[config.mk]
export PLATFORM = sky130hd
export DESIGN_NAME = fifo_rd_ctrl
export DESIGN_NICKNAME = d
export VERILOG_FILES = /design/src/rtl/fifo_rd_ctrl.sv
export SDC_FILE = /design/constraint.sdc
export NUM_CORES = 1
export LEC_CHECK = 0
export CAP_MARGIN = 20
export CORE_MARGIN = 5
export CORE_UTILIZATION = 55
export CTS_BUF_LIST = sky130_fd_sc_hd__clkbuf_16
export DETAILED_ROUTE_END_ITERATION = 7
export GPL_TIMING_DRIVEN = 0
export PLACE_DENSITY = 0.84
export SLEW_MARGIN = 15
export SYNTH_ARGS = -nofsm -noshare
export SYNTH_HDL_FRONTEND = slang
export SYNTH_SLANG_ARGS = --single-unit
[constraint.sdc]
create_clock -name clk -period 2.6 [get_ports clk]
set_input_delay 0.39 -clock clk [delete_from_list [all_inputs] [get_ports clk]]
set_output_delay 0.39 -clock clk [all_outputs]
set_load 0.01 [all_outputs]
[src/rtl/fifo_rd_ctrl.sv]
`default_nettype none
// ============================================================================
// Module      : fifo_rd_ctrl
// Description : Read-side controller for an upstream synchronous FIFO with a
//               one-cycle read latency. Issues read requests, captures the
//               returned words into a 3-entry in-order skid buffer and presents
//               them as a valid/ready output stream. The read request never
//               depends on m_ready, so the FIFO interface has no combinational
//               path from the downstream consumer.
//
// Ports       : clk         - clock, all state updates on the rising edge
//               rst         - synchronous reset, active low
//               en          - read enable, gates issuing of new FIFO reads
//               fifo_empty  - upstream FIFO empty flag
//               fifo_data   - upstream FIFO read data (one cycle after read)
//               fifo_rd_en  - read request to the upstream FIFO
//               m_valid     - output stream valid
//               m_ready     - output stream ready (downstream accepts)
//               m_data      - output stream data (buffer head)
//               beat_cnt    - 16-bit accepted-beat counter, wraps at 0xFFFF
//                             (only when FIFO_RD_CNT_EN is defined)
//
// Options     : FIFO_RD_CNT_EN - define to add the beat_cnt port and counter
//
// Revision    : 1.0 - initial release
// ============================================================================

module fifo_rd_ctrl #(
  parameter int DATA_WIDTH = 16
) (
  input  logic                  clk,
  input  logic                  rst,
  input  logic                  en,
  input  logic                  fifo_empty,
  input  logic [DATA_WIDTH-1:0] fifo_data,
  output logic                  fifo_rd_en,
  output logic                  m_valid,
  input  logic                  m_ready,
  output logic [DATA_WIDTH-1:0] m_data
`ifdef FIFO_RD_CNT_EN
  ,
  output logic [15:0]           beat_cnt
`endif
);

  // Buffer geometry: three entries addressed by 2-bit indices that wrap 2 -> 0.
  localparam logic [1:0] C_LAST_IDX = 2'd2;
  localparam logic [2:0] C_DEPTH    = 3'd3;

  // --------------------------------------------------------------------------
  // State
  // --------------------------------------------------------------------------
  logic [DATA_WIDTH-1:0] r_buf [0:2];
  logic [1:0]            r_head;
  logic [1:0]            r_tail;
  logic [1:0]            r_count;
  logic                  r_inflight;

  logic                  w_push;
  logic                  w_pop;
  logic [2:0]            w_occupancy;
  logic                  w_has_room;

  function automatic logic [1:0] f_next_idx(input logic [1:0] idx);
    return (idx == C_LAST_IDX) ? 2'd0 : idx + 2'd1;
  endfunction

  // --------------------------------------------------------------------------
  // Read request
  // --------------------------------------------------------------------------
  // A word already in flight still needs a slot, so it is counted against the
  // buffer capacity before another read is issued. This guarantees the
  // returned word always has room and lets us ignore m_ready here.
  always_comb begin
    w_occupancy = {1'b0, r_count} + {2'b00, r_inflight};
    w_has_room  = (w_occupancy < C_DEPTH);
  end

  // Gated with rst so no read is requested while reset is held; otherwise a
  // word would be pulled from the FIFO and silently dropped.
  assign fifo_rd_en = rst && en && !fifo_empty && w_has_room;

  // --------------------------------------------------------------------------
  // Output stream
  // --------------------------------------------------------------------------
  assign m_valid = rst && (r_count != 2'd0);
  assign m_data  = r_buf[r_head];

  // The in-flight word lands on the buffer tail on the edge after the read.
  assign w_push = r_inflight;
  assign w_pop  = m_valid && m_ready;

  // --------------------------------------------------------------------------
  // Buffer, pointers, occupancy
  // --------------------------------------------------------------------------
  always_ff @(posedge clk) begin
    if (!rst) begin
      r_buf[0]   <= '0;
      r_buf[1]   <= '0;
      r_buf[2]   <= '0;
      r_head     <= 2'd0;
      r_tail     <= 2'd0;
      r_count    <= 2'd0;
      r_inflight <= 1'b0;
    end else begin
      r_inflight <= fifo_rd_en;

      if (w_push) begin
        r_buf[r_tail] <= fifo_data;
        r_tail        <= f_next_idx(r_tail);
      end

      if (w_pop) begin
        r_head <= f_next_idx(r_head);
      end

      // Capture and pop on the same edge leave the count unchanged; head and
      // tail both advance so ordering is preserved.
      case ({w_push, w_pop})
        2'b10:   r_count <= r_count + 2'd1;
        2'b01:   r_count <= r_count - 2'd1;
        default: r_count <= r_count;
      endcase
    end
  end

`ifdef FIFO_RD_CNT_EN
  // --------------------------------------------------------------------------
  // Accepted-beat counter (wraps naturally at 16 bits)
  // --------------------------------------------------------------------------
  logic [15:0] r_beat_cnt;

  always_ff @(posedge clk) begin
    if (!rst) begin
      r_beat_cnt <= 16'h0000;
    end else if (w_pop) begin
      r_beat_cnt <= r_beat_cnt + 16'h0001;
    end
  end

  assign beat_cnt = r_beat_cnt;
`endif

endmodule

`default_nettype wire
## Word level (Yosys, flattened, before mapping)

Memory sizes are Yosys's and may differ from the RTL's. A register that Yosys moved wholly into a read port is not among the register bits.
Index checks and enable logic that the tools add are counted.

| storage, ports and cells | value |
|---|---|
| memories kept | 1 |
| bits in registers | 7 |
| RAM bits | 48 |
| bits of input ports | 21 |

| operators by class | value |
|---|---|
| reduce and logical (&&, ||, !) cells | 9 |
| add/subtract/negate cells | 5 |
| magnitude comparators | 1 |
| equality and inequality tests | 4 |
| muxes and demuxes | 12 |

Memories:

| name | words | bits a word | read ports | clocked after Yosys merged registers in | wr ports | RTL line | RTL |
|---|---|---|---|---|---|---|---|
| r_buf | 3 | 16 | 1 | 1 | 3 | 53 | `logic [DATA_WIDTH-1:0] r_buf [0:2];` |

Operators by type and width:

| cell | number |
|---|---|
| two-way mux 16 bit | 1 |
| OR reduction 16 bit | 1 |
| two-way mux 2 bit | 5 |
| adder 2 x 1 -> 2 bit, second input constant | 3 |
| equality test 2 bit, second input constant | 3 |
| logical AND 1 bit | 5 |
| two-way mux 1 bit | 5 |
| case mux 2 bit (2 select lines) | 1 |
| nonzero test 2 bit | 2 |
| adder 2 x 1 -> 3 bit | 1 |
| < comparator 3 x 2 -> 1 bit, second input constant | 1 |
| equality test 2 x 1 -> 1 bit, second input constant | 1 |
| subtractor 2 x 1 -> 2 bit, second input constant | 1 |
| logical NOT 1 bit | 1 |

## Depth between registers and ports, before layout

| depth | value |
|---|---|
| depth after elaboration | 5 |
| mapped depth | 7 |

## Least setup slack after synthesis

OpenSTA, ideal clock, no wires.

| path | value |
|---|---|
| path type | register to register |
| from | reg r_inflight |
| to | mem r_buf[0][0] (enable) |
| data required time | 2.189 ns |
| slack | 0.478 ns |
| stages on the path, launching flop included | 3 |
| arrival time | 1.711 ns |
| clock period less this slack | 2.122 ns |
| buffers on the path | 0 |
| library setup time | 0.411 ns |
| cell sequence | dfxtp_1 nand2b_1 o21ai_0 |

RTL lines:

| item | RTL line | RTL |
|---|---|---|
| from (decl) | 57 | `logic r_inflight;` |
| from (signal assigned) | 106 | `r_inflight <= fifo_rd_en;` |
| to (decl) | 53 |  |

## Worst setup path after layout

| path | value |
|---|---|
| from | in rst |
| to | out m_valid |

| between the ends | value |
|---|---|
| cells in the longest elaborated chain, start to end | 1 |

Ends and longest elaborated chain:

| item | RTL line | RTL |
|---|---|---|
| from (decl) | 32 | `input logic rst,` |
| logical AND 1 bit | 86 | `assign m_valid = rst && (r_count != 2'd0);` |
| to (decl) | 37 | `output logic m_valid,` |

Every way passes these cells.

==> parameters.txt <==
Parameter                              Value

Outcome
  Outcome    completed

Clock network
  Cell at the root of the clock tree    clkbuf_16
  Longest Clk Path Bufs    2
  Postcts setup bufs    0
  Clock tree from TritonCTS    done
  Cts bufs inserted    9
  Clock slew seen by the registers of the worst setup and hold paths    0.05 ns
  Post-CTS Hold Fix Bufs    0
  Count of instances resized after the clock tree is built    1
  H-tree depth    3
  Clock insertion delay at the later pin of the skew report    0.32 ns
  # clock sinks    73

Finish
  Fraction of layout instances using a drive strength above 1    17.9%
  Nets    259
  Most used cells in the layout excluding fill and tap cells    64 x edfxtp_1, 51 x and2_1, 37 x clkdlybuf4s50_1
  Sequential cell area    2100 sq um
  Number of antenna repair diodes    0
  Number of non-filler instances in the completed layout    312
  Syn-to-layout area delta    25.1%
  Most common cell after layout, fill and taps aside    edfxtp_1
  Post-route design area    3840 sq um
  Filler Cell Count    377
  Area of the multi-input gates    923 sq um

Pwr
  Pwr per Cell Area    673 nW/um^2
  Maximum ir drop on the vdd rail    0.344 mV
  Leakage power of the design    1.38 nW

Synthesis
  Ys async rst share    0%
  Per-instance average area after synthesis    16.8 sq um
  Top flip-flop cell by instance count after synthesis    edfxtp_1
  Count of cell types in the netlist    25
  Count of flip-flops with a built-in enable after synthesis    64
  Sequential element share of the synthesized area    68.5%
  Synth area leader    edfxtp_1
  Number of synthesis warnings    0
  Leading post-synthesis cells by cell area    edfxtp_1 63%, mux4_2 12%, and2_1 10%
  Area share of the largest cell type after synthesis    62.6%
  Area of the mapped netlist    3070 sq um
  Number of synthesized register bits    73
  Syn Inst Count    183
  Synthesized Nets    207

Floorplanning
  IO Count    39
  Overall die area    7180 sq um
  Width of the die    84.7 microns
  Initial Utilization    56.1%
  Core region area    5470 sq um
  Number of cell rows    27
  Die Y    84.7 microns

Worst setup path
  Worst setup SP type    input pin
  Data required time of the critical path    2.21 ns
  Data arrival at the endpoint of the critical path    2.04 ns
  CP peak stage delay    0.54 ns
  Top cell by count, worst path    clkdlybuf4s50_1
  Classification of the worst setup path    in -> out
  Ordered list of cells on the worst path    clkdlybuf4s50_1 > clkbuf_1 > o21a_1 > clkdlybuf4s50_1
  Slowest stage cell on the critical path    clkdlybuf4s50_1
  Endpoint kind of the worst setup timing path    output port
  Max FO, Critical Path    10

STA
  Timing-limited maximum frequency    411 MHz
  Final setup violating endpoints    0
  Worst slew slack as a fraction of its limit    49.3%
  Fin crit share    93.6%
  Clock period minus worst slack    2.43 ns
  Skew final    0.00589 ns
  Unrepaired setup endpoints after global routing    false
  Max-slew violations    0
  Transition time of the tightest slew-check pin    0.758 ns
  Count of endpoints failing hold in the final timing report    0

Place
  Placed Cells incl. Taps    296
  IO buf count    38
  Placed wire-length estimate    3690 microns
  Post-place instance area    3590 sq um
  Placer Congestion    0.718

Worst hold path
  Worst min-delay path category    reg -> reg

Routing
  Via count    1641
  # DRC    0
  Number of violations reported at the end of detailed-routing iteration 0    121
  Iteration count of the initial detailed-routing pass    4
  Detailed-route vias per instance    5.26
  Wire length per cell    17.3 microns
  Antenna-violating nets left    0
  Total length of routed wires    5390 microns

Global routing
  Global router's overall resource usage    16.5%
  Wire length of the first global-routing pass    8840 microns
  Antenna violations before repair    0
  Maximum number of pins on one net before global-route repair    17
  Sum of overflow across all layers after global routing    0
  Vias in the first global route    1704

Run
  Max capacitance violation total    0
path summary, 6_finish.rpt:
path / startpoint / to / slack (ns) / depth (start not counted)
max: rst / m_valid / 0.17 / 4
min: r_tail[1] / r_tail[1] / 0.50 / 2
max reg2reg: r_inflight / r_buf[2][10] / 1.01 / 3
min reg2reg: r_tail[1] / r_tail[1] / 0.50 / 2
cell usage after synthesis, types with 2 or more instances:
master	n
a21boi_0	3
mux4_2	16
o21ai_0	3
clkbuf_2	4
ha_1	3
buf_6	2
a2111oi_0	2
and2_1	51
or3_1	2
nand2b_1	2
edfxtp_1	64
nand2_1	7
nor2_2	3
xnor2_1	2
dfxtp_1	9
report_power, final:
part	leakage, nW	switching (mW)	internal, mW
Clock	0.143	0.403	0.622
Combinational	0.521	0.0941	0.133
Sequential	0.715	0.0169	1.31
Total	1.38	0.514	2.07
cell families (layout without fill, tap and decap cells):
logic type / Yosys count / count (layout) / synth area share, %
xor+xnor: 2 / 2 / 0.571
mux: 17 / 17 / 12.1
flops: 73 / 73 / 68.5
fa+ha+maj: 3 / 3 / 1.22
compound gates: 11 / 11 / 2.57
buf+inv: 9 / 66 / 1.79
simple gates: 68 / 68 / 13.3
worst max-delay path: cells and delay by family:
kind | cells | cell delay (ns)
buf+inv | 3 | 1.44
compound gates | 1 | 0.20
registers in the layout (all words and copies together) (netlist names), named ones only:
name / count
r_head: 2
r_count: 2
r_inflight: 1
r_tail: 2
r_buf: 64
final cells by class:
type                            count  area share [%]
Multi-Input combinational cell    101            24.0
Tap cell                           72            2.35
Buffer                              8            1.34
Inverter                            1          0.0978
Clock buffer                        9            5.87
Sequential cell                    73            54.7
Timing Repair Buffer               41            10.9
Clock inverter                      7           0.717
per-layer routing:
layer	part of all wire [%]	GRT usage, %	vias up
met1	40	20.2	795
met5	0	0	-
met4	0.96	5.90	0
met3	5.8	3.63	5
li1	-	-	792
met2	53	28.9	49
metrics by stage:
stage	utilization (%)	setup TNS [ns]	setup WS (ns)	hold slack [ns]	power, mW
floorplan	-	0	0.478	0.460	1.46
global placement	64.7	-8.10	-0.310	0.473	1.57
detailed placement	65.6	0	0.161	0.493	1.58
CTS	70.2	0	0.161	0.500	2.60
global route	70.2	0	0.0882	0.544	2.68
finish	70.2	0	0.167	0.505	2.58
No activity file was read; power rests on OpenSTA's default activity.
